`src/rtl/pw_psum_accum.sv`:
```
`default_nettype none
// ============================================================================
//  Module   : pw_psum_accum
//  Purpose  : Output drain stage for one column of the pointwise systolic
//             array. It accumulates NUM_TILES signed partial sums into one
//             output, applies a rounding arithmetic right shift, saturates the
//             result to OUT_BITWIDTH and queues it in a small FIFO that is
//             drained over a valid/ready interface.
//  Ports    : clk, reset      - clock, synchronous active-high reset
//             psum_in/valid   - partial sum from the column's last MAC
//             psum_ready      - a partial sum can be taken this cycle
//             shift_amt       - requantization shift, sampled on tile 0
//             out_data/sat    - FIFO head value and its clamp flag
//             out_valid/ready - downstream handshake
//             busy            - partial group, in-flight result or FIFO data
//  Revision : 1.0 - initial release
// ============================================================================
module pw_psum_accum #(
    parameter int IN_BITWIDTH  = 65,
    parameter int ACC_BITWIDTH = 72,
    parameter int OUT_BITWIDTH = 16,
    parameter int NUM_TILES    = 4,
    parameter int SHIFT_WIDTH  = 7,
    parameter int FIFO_DEPTH   = 4
) (
    input  logic                    clk,
    input  logic                    reset,
    input  logic [IN_BITWIDTH-1:0]  psum_in,
    input  logic                    psum_valid,
    output logic                    psum_ready,
    input  logic [SHIFT_WIDTH-1:0]  shift_amt,
    output logic [OUT_BITWIDTH-1:0] out_data,
    output logic                    out_sat,
    output logic                    out_valid,
    input  logic                    out_ready,
    output logic                    busy
);

    localparam int C_TILE_W = (NUM_TILES > 1) ? $clog2(NUM_TILES) : 1;
    localparam int C_PTR_W  = $clog2(FIFO_DEPTH);
    localparam int C_CNT_W  = C_PTR_W + 1;

    localparam logic [C_TILE_W-1:0] C_LAST_TILE = C_TILE_W'(NUM_TILES - 1);
    localparam logic [C_CNT_W-1:0]  C_DEPTH     = C_CNT_W'(FIFO_DEPTH);

    // Saturation bounds expressed at the stage-2 working width.
    localparam logic signed [ACC_BITWIDTH:0] C_SAT_MAX =
        {{(ACC_BITWIDTH - OUT_BITWIDTH + 2){1'b0}}, {(OUT_BITWIDTH - 1){1'b1}}};
    localparam logic signed [ACC_BITWIDTH:0] C_SAT_MIN =
        {{(ACC_BITWIDTH - OUT_BITWIDTH + 2){1'b1}}, {(OUT_BITWIDTH - 1){1'b0}}};
    localparam logic [OUT_BITWIDTH-1:0] C_OUT_MAX = {1'b0, {(OUT_BITWIDTH - 1){1'b1}}};
    localparam logic [OUT_BITWIDTH-1:0] C_OUT_MIN = {1'b1, {(OUT_BITWIDTH - 1){1'b0}}};

    // ------------------------------------------------------------------
    // State
    // ------------------------------------------------------------------
    logic [C_TILE_W-1:0]     tile_cnt_q,   tile_cnt_d;
    logic [ACC_BITWIDTH-1:0] acc_q,        acc_d;
    logic [SHIFT_WIDTH-1:0]  shift_q,      shift_d;
    logic                    p1_valid_q,   p1_valid_d;
    logic [ACC_BITWIDTH-1:0] p1_sum_q,     p1_sum_d;
    logic [SHIFT_WIDTH-1:0]  p1_shift_q,   p1_shift_d;
    logic [C_PTR_W-1:0]      wr_ptr_q,     wr_ptr_d;
    logic [C_PTR_W-1:0]      rd_ptr_q,     rd_ptr_d;
    logic [C_CNT_W-1:0]      fifo_count_q, fifo_count_d;

    logic [OUT_BITWIDTH-1:0] fifo_data_q [FIFO_DEPTH];
    logic [FIFO_DEPTH-1:0]   fifo_sat_q;

    // ------------------------------------------------------------------
    // Accept / accumulate
    // ------------------------------------------------------------------
    logic                    w_psum_ready;
    logic                    w_accept;
    logic                    w_first;
    logic                    w_last;
    logic [ACC_BITWIDTH-1:0] w_psum_ext;
    logic [ACC_BITWIDTH-1:0] w_group_sum;
    logic [SHIFT_WIDTH-1:0]  w_cur_shift;

    // Gate on every tile: counting the in-flight stage-1 result guarantees
    // the FIFO always has room for the push that follows a last tile.
    assign w_psum_ready = !reset &&
                          ((fifo_count_q + C_CNT_W'(p1_valid_q)) < C_DEPTH);
    assign w_accept     = psum_valid && w_psum_ready;
    assign w_first      = (tile_cnt_q == '0);
    assign w_last       = (tile_cnt_q == C_LAST_TILE);
    assign w_psum_ext   = ACC_BITWIDTH'($signed(psum_in));

    // Tile 0 starts from zero rather than the stale accumulator, which also
    // makes the single-tile configuration produce the right group sum.
    assign w_group_sum  = (w_first ? '0 : acc_q) + w_psum_ext;
    assign w_cur_shift  = w_first ? shift_amt : shift_q;

    always_comb begin
        tile_cnt_d = tile_cnt_q;
        acc_d      = acc_q;
        shift_d    = shift_q;
        p1_valid_d = 1'b0;
        p1_sum_d   = p1_sum_q;
        p1_shift_d = p1_shift_q;
        if (w_accept) begin
            acc_d = w_group_sum;
            if (w_first) begin
                shift_d = shift_amt;
            end
            if (w_last) begin
                p1_valid_d = 1'b1;
                p1_sum_d   = w_group_sum;
                p1_shift_d = w_cur_shift;
                tile_cnt_d = '0;
            end else begin
                tile_cnt_d = tile_cnt_q + C_TILE_W'(1);
            end
        end
    end

    // ------------------------------------------------------------------
    // Stage 2: rounding shift and saturation (combinational on p1_*)
    // ------------------------------------------------------------------
    logic signed [ACC_BITWIDTH:0] w_sum_ext;
    logic signed [ACC_BITWIDTH:0] w_round;
    logic signed [ACC_BITWIDTH:0] w_rounded;
    logic signed [ACC_BITWIDTH:0] w_r;
    logic [OUT_BITWIDTH-1:0]      w_res_data;
    logic                         w_res_sat;

    assign w_sum_ext = (ACC_BITWIDTH + 1)'($signed(p1_sum_q));
    // One extra bit of headroom: the rounding constant is at most
    // 2^(ACC_BITWIDTH-2) when it is used, so the add never overflows.
    assign w_round   = (p1_shift_q == '0) ? '0 :
                       ((ACC_BITWIDTH + 1)'(1) << (p1_shift_q - SHIFT_WIDTH'(1)));
    assign w_rounded = w_sum_ext + w_round;

    always_comb begin
        w_r        = w_rounded >>> p1_shift_q;
        w_res_data = w_r[OUT_BITWIDTH-1:0];
        w_res_sat  = 1'b0;
        // Shifting out every magnitude bit leaves only the sign.
        if (int'(p1_shift_q) >= ACC_BITWIDTH) begin
            w_r = w_sum_ext[ACC_BITWIDTH] ? {(ACC_BITWIDTH + 1){1'b1}} : '0;
            w_res_data = w_r[OUT_BITWIDTH-1:0];
        end
        if (w_r > C_SAT_MAX) begin
            w_res_data = C_OUT_MAX;
            w_res_sat  = 1'b1;
        end else if (w_r < C_SAT_MIN) begin
            w_res_data = C_OUT_MIN;
            w_res_sat  = 1'b1;
        end
    end

    // ------------------------------------------------------------------
    // Output FIFO
    // ------------------------------------------------------------------
    logic w_out_valid;
    logic w_push;
    logic w_pop;

    assign w_out_valid = !reset && (fifo_count_q != '0);
    assign w_push      = p1_valid_q;
    assign w_pop       = w_out_valid && out_ready;

    always_comb begin
        wr_ptr_d     = wr_ptr_q;
        rd_ptr_d     = rd_ptr_q;
        fifo_count_d = fifo_count_q;
        if (w_push) begin
            wr_ptr_d = wr_ptr_q + C_PTR_W'(1);
        end
        if (w_pop) begin
            rd_ptr_d = rd_ptr_q + C_PTR_W'(1);
        end
        case ({w_push, w_pop})
            2'b10:   fifo_count_d = fifo_count_q + C_CNT_W'(1);
            2'b01:   fifo_count_d = fifo_count_q - C_CNT_W'(1);
            default: fifo_count_d = fifo_count_q;
        endcase
    end

    // Storage needs no reset: entries are only visible while counted.
    always_ff @(posedge clk) begin
        if (w_push) begin
            fifo_data_q[wr_ptr_q] <= w_res_data;
            fifo_sat_q[wr_ptr_q]  <= w_res_sat;
        end
    end

    // ------------------------------------------------------------------
    // State register
    // ------------------------------------------------------------------
    always_ff @(posedge clk) begin
        if (reset) begin
            tile_cnt_q   <= '0;
            acc_q        <= '0;
            shift_q      <= '0;
            p1_valid_q   <= 1'b0;
            p1_sum_q     <= '0;
            p1_shift_q   <= '0;
            wr_ptr_q     <= '0;
            rd_ptr_q     <= '0;
            fifo_count_q <= '0;
        end else begin
            tile_cnt_q   <= tile_cnt_d;
            acc_q        <= acc_d;
            shift_q      <= shift_d;
            p1_valid_q   <= p1_valid_d;
            p1_sum_q     <= p1_sum_d;
            p1_shift_q   <= p1_shift_d;
            wr_ptr_q     <= wr_ptr_d;
            rd_ptr_q     <= rd_ptr_d;
            fifo_count_q <= fifo_count_d;
        end
    end

    // ------------------------------------------------------------------
    // Outputs (forced quiet while reset is asserted)
    // ------------------------------------------------------------------
    assign psum_ready = w_psum_ready;
    assign out_valid  = w_out_valid;
    assign out_data   = w_out_valid ? fifo_data_q[rd_ptr_q] : '0;
    assign out_sat    = w_out_valid ? fifo_sat_q[rd_ptr_q]  : 1'b0;
    assign busy       = !reset &&
                        ((tile_cnt_q != '0) || p1_valid_q || (fifo_count_q != '0));

endmodule
`default_nettype wire

```
`config.mk`:
```
export PLATFORM = sky130hd
export DESIGN_NAME = pw_psum_accum
export DESIGN_NICKNAME = d
export VERILOG_FILES = /design/src/rtl/pw_psum_accum.sv
export SDC_FILE = /design/constraint.sdc
export NUM_CORES = 1
export LEC_CHECK = 0
export ABC_AREA = 1
export ABC_CLOCK_PERIOD_IN_PS = 12400
export BUFFER_PORTS_ARGS = -buffer_cell sky130_fd_sc_hd__buf_4
export CORE_ASPECT_RATIO = 0.5
export CORE_MARGIN = 3
export CORE_UTILIZATION = 55
export CTS_CLUSTER_SIZE = 25
export DETAILED_ROUTE_END_ITERATION = 8
export HOLD_SLACK_MARGIN = 0.05
export PLACE_DENSITY = 0.72
export SYNTH_ARGS = -nofsm -noshare
export SYNTH_HDL_FRONTEND = slang
export SYNTH_SLANG_ARGS = --single-unit
```
`constraint.sdc`:
```
create_clock -name clk -period 12.4 [get_ports clk]
set_input_delay 1.86 -clock clk [delete_from_list [all_inputs] [get_ports clk]]
set_output_delay 1.86 -clock clk [all_outputs]
set_load 0.05 [all_outputs]
```
After elaboration in Yosys (flattened, before gate mapping)
Memories as Yosys holds them, arrays and structs flattened. A register that Yosys moved wholly into a read port is not among the register bits.
Cells that the tools add are included.
Operators by class
  add/subtract/negate cells: 9
  order comparisons: 7
  equality and inequality tests: 3
  shift operators: 2
  mux-type cells: 24
  bitwise logic cells: 1
  reductions and logical operators: 16
Operator list (number)
  $mux 73: 3
  $add 72x73->73: 1
  $gt 73x16->1 const B: 1
  $lt 73x16->1 const B: 1
  $shl 1x7->73 const A: 1
  $sshr 73x7->73: 1
  $add 72x72->72: 1
  $mux 72: 1
  $mux 16: 4
  $mux 1: 8
  $ge 7x7->1 const B: 1
  $logic_not 7->1: 1
  $mux 7: 1
  $sub 7x1->7 const B: 1
  $add 2x1->2 const B: 3
  $logic_and 1x1->1: 6
  $lt 2x3->1 const B: 2
  $mux 2: 3
  $pmux 3 s2: 1
  $bwmux 4: 1
  $eq 2x2->1 const B: 2
  $reduce_bool 2->1: 2
  $add 3x1->3: 1
  $add 3x1->3 const B: 1
  13 further kinds: 14
Storage, ports and cells
  flip-flop bits (word level): 172
  bits in writable memories: 64
  bits of input ports: 76
  logic and storage cells: 73
  memories: 1
Memory list
  fifo_data_q: depth 4, width 16, read ports 1, clocked after memory_dff 1, write ports 1, line 67  | logic [OUT_BITWIDTH-1:0] fifo_data_q [FIFO_DEPTH];

Logic depth before layout (Yosys ltp)
  depth after elaboration: 10
  gate-level depth with buffers: 46
  mapped depth without buffers: 44

Worst setup path before layout
No wires, ideal clock.
  path kind: input to output
  from: in reset
  to: out out_data[10]
  data arrival time: 4026 ps
  slack: 6514 ps
  stages: 4
  path through: nor2_1 > clkinv_1 > clkbuf_1 > a21oi_1
On the way
  word-level cells in the longest chain between the ends: 3
Ends and longest elaborated chain
  start, declared: line 27  | input logic reset,
  $logic_not 1->1: line 160  | assign w_out_valid = !reset && (fifo_count_q != '0);
  $logic_and 1x1->1: line 160
  $mux 16: line 221  | assign out_data = w_out_valid ? fifo_data_q[rd_ptr_q] : '0;
  end, declared: line 32  | output logic [OUT_BITWIDTH-1:0] out_data,
Every way passes these cells.

Final worst setup path
  from: reg p1_shift_q[5]
  to: mem fifo_data_q[2][4], data pin
On the way
  word-level cells in the longest chain between the ends: 9
Ends and longest elaborated chain
  start, declared: line 62  | logic [SHIFT_WIDTH-1:0] p1_shift_q, p1_shift_d;
  start signal, assigned: line 209  | p1_shift_q <= p1_shift_d;
  $sub 7x1->7: line 132  | ((ACC_BITWIDTH + 1)'(1) << (p1_shift_q - SHIFT_WIDTH'(1)));
  $shl 1x7->73: line 132
  $mux 73: line 131  | assign w_round = (p1_shift_q == '0) ? '0 :
  $add 72x73->73: line 133  | assign w_rounded = w_sum_ext + w_round;
  $sshr 73x7->73: line 136  | w_r = w_rounded >>> p1_shift_q;
  $mux 73: line 140  | if (int'(p1_shift_q) >= ACC_BITWIDTH) begin
  $lt 73x16->1: line 147  | end else if (w_r < C_SAT_MIN) begin
  $mux 16: line 147
  $mux 16 (*): line 144  | if (w_r > C_SAT_MAX) begin
  named net w_res_data[4]: line 125  | logic [OUT_BITWIDTH-1:0] w_res_data;
  end, declared: line 67
Mark *: on every way through the listed nets, which the timed path passes. The rest lies on a longest branch.

==> impl_metrics.env <==
export IMPL_synth_most_common_cell="nand2_1"
export IMPL_ys_types=54
export IMPL_die_height_um=164
export IMPL_clockBufferDepth=3
export IMPL_grt_usage=0.416
export IMPL_cp_arrival_ns=8.61
export IMPL_min_period_ns=8.34
export IMPL_synthArstFlopShare=0
export IMPL_yosysWarningCount=0
export IMPL_setup_tns_ns=0
export IMPL_ios=96
export IMPL_grt_pass1_vias=28900
export IMPL_irDropWorstVdd_v=0.000133
export IMPL_post_cts_resize_count=0
export IMPL_num_rows=57
export IMPL_drive_gt1_frac=0.0506
export IMPL_hold_worst_slack_ns=0.451
export IMPL_cp_end_kind="register"
export IMPL_routed_via_density=5.99
export IMPL_maxSlewViolCount=0
export IMPL_core_um2=48900
export IMPL_timing_rr_start="p1_shift_q[5]"
export IMPL_utilization=0.596
export IMPL_power_leakage_nw=15.9
export IMPL_synth_ff_latch_count=238
export IMPL_io_buffers=95
export IMPL_worst_r2r_path_depth=34
export IMPL_finalHoldViolCount=0
export IMPL_maxCapViolCount=0
export IMPL_min_path_cells=2
export IMPL_slew_limit_headroom=0.274
export IMPL_cts_htree_levels=1
export IMPL_rrSetupSlack_ns=4.06
export IMPL_drt_iter0_markers=5174
export IMPL_synth_edf_count=68
export IMPL_timing_final_crit_share=0.672
export IMPL_yosys_top_cells_area="nand2_1 19%, nand3_1 13%, dfxtp_1 12%, inv_1 10%, edfxtp_1 7.5%"
export IMPL_start_util=0.560
export IMPL_worstSetupStartpointType="register"
export IMPL_grt_pass1_wl_um=169000
export IMPL_detail_route_wl_per_cell_um=20.6
export IMPL_ctsHoldBuffers=0
export IMPL_overflow=0
export IMPL_crit_required_ns=12.68
export IMPL_area_delta_synth_final_pct=6.46
export IMPL_vias=33100
export IMPL_synthTopCellsByCount="1387 x nand2_1, 739 x inv_1, 708 x nand3_1"
export IMPL_setup_viol=0
export IMPL_cts_tree="yes"
export IMPL_grt_antenna_before_repair=2
export IMPL_hold_end="shift_q[4]"
export IMPL_nFillCells=4797
export IMPL_post_cts_buffers=0
export IMPL_r2r_end="fifo_data_q[2][4]"
export IMPL_drc=0
export IMPL_crit_family="simple AND/OR/NAND/NOR gates"
export IMPL_status="complete, no violations"
export IMPL_nets=5090
export IMPL_chipWidth_um=321
export IMPL_max_stage_delay_ns=0.65
export IMPL_clock_sinks=238
export IMPL_cp_startpoint="p1_shift_q[5]"
export IMPL_clk_pin_slew_worst_paths_ns=0.07
export IMPL_dieArea_um2=52600
export IMPL_path_common_cell="nand2_1"
export IMPL_cp_max_fo=64
export IMPL_syn_cell_area_um2=27300
export IMPL_power_density_nw_per_um2=71.3
export IMPL_ant_nets=0
export IMPL_place_hpwl_um=91100
export IMPL_path_class="reg2reg"
export IMPL_worstHoldPathType="reg2reg"
export IMPL_synth_top_area_frac=0.190
export IMPL_routed_wirelength_um=114000
export IMPL_rsz0062_at_grt="false"
export IMPL_synth_nets=5127
export IMPL_avgSynthCellArea_um2=5.58
export IMPL_drt_pass1_iter_count=8
export IMPL_worst_slew_pin_transition_ns=1.09
export IMPL_ys_flop_type="dfxtp_1"
export IMPL_globalplace_congestion=1.11
export IMPL_cts_buffers=24
export IMPL_critPathSlowestCell="inv_1"
export IMPL_synth_top_area_cell="nand2_1"
export IMPL_fmaxAchievable_mhz=120
export IMPL_clk_latency_ns=0.60
export IMPL_syn_inst=4898
export IMPL_root_buffer="clkbuf_16"
export IMPL_path_buf_inv=5
export IMPL_hp_start="shift_q[4]"
export IMPL_ys_seq_area_frac=0.199
export IMPL_finClkSkew_ns=0.0312
export IMPL_grt_max_degree=123
## worst register-to-register path, delay by kind of cell, from the launching register on
family	cells	cell delay, ns
AO/OA/AOI/OAI	4	1.38
adder cells (fa/ha/maj)	1	0.51
buffers and inverters	5	2.00
flip-flops	1	0.59
AND/OR/NAND/NOR	24	3.55
## layout by cell type (no fill, tap or decap), drive strengths merged, types with 44 or more instances in the layout
cell type / instances
nor2: 539
edfxtp: 68
inv: 753
o21ai: 300
a21oi: 326
ha: 150
nand2: 1409
dfxtp: 170
buf: 113
a31oi: 44
xor2: 56
nand3: 723
## sequential cells by signal (all words and copies together) (netlist names), named ones only
| signal | flops |
|---|---|
| rd_ptr_q | 2 |
| p1_shift_q | 7 |
| p1_sum_q | 72 |
| p1_valid_q | 1 |
| fifo_data_q | 64 |
| shift_q | 7 |
| acc_q | 72 |
| fifo_sat_q | 4 |
| fifo_count_q | 3 |
| tile_cnt_q | 2 |
| wr_ptr_q | 2 |
## per-layer routing
metal | vias to the layer above | part of all wire | track usage
li1 | 15700 | - | -
met1 | 15000 | 0.43 | 0.604
met2 | 2192 | 0.40 | 0.600
met3 | 292 | 0.13 | 0.0914
met4 | 4 | 0.042 | 0.144
met5 | - | 0.00029 | 0
## metrics by stage
| step | instance area (µm²) | total power, mW | setup slack, ns | cells |
|---|---|---|---|---|
| after floorplan | 27300 | 1.15 | 6.51 | 4898 |
| after global placement | 28300 | 1.26 | 4.67 | 5484 |
| after detailed placement | 28300 | 1.28 | 4.60 | 5484 |
| after CTS | 29100 | 2.06 | 4.57 | 5528 |
| after global routing | 29100 | 2.14 | 3.74 | 5528 |
| final | 29100 | 2.08 | 4.06 | 5529 |
## cell type report
type / count / area (µm²) / share of cell area
Sequential cell: 238 / 5450 / 0.187
Antenna cell: 1 / 2.50 / 0.0000860
Clock inverter: 18 / 218 / 0.00748
Inverter: 756 / 2850 / 0.0980
Timing Repair Buffer: 113 / 848 / 0.0291
Clock buffer: 26 / 608 / 0.0209
Tap cell: 649 / 812 / 0.0279
Multi-Input combinational cell: 3728 / 18300 / 0.629
## worst max path at each step
| stage | to | slack (ns) | cells after the start |
|---|---|---|---|
| floorplan | out_data[10] | 6.51 | 4 |
| global placement | fifo_sat_q[0] | 4.67 | 34 |
| detailed placement | fifo_data_q[0][4] | 4.60 | 34 |
| CTS | fifo_data_q[2][4] | 4.57 | 34 |
| global route | fifo_data_q[0][4] | 3.74 | 34 |
| finish | fifo_data_q[2][4] | 4.06 | 34 |
## kinds of logic after synthesis
kind of cell,share of synthesized area
muxes,0.000366
and+or+nand+nor,0.425
xor gates and xnor gates,0.0266
adders and majority gates,0.0708
DFF,0.199
AOI/OAI and AO/OA,0.146
buffers and inverters,0.132
## where the power goes
part	switching (mW)	internal (mW)
combinational	0.297	0.130
clock	0.371	0.426
sequential	0.0109	0.840
total	0.679	1.40
Power figures use the tool's default switching activity.
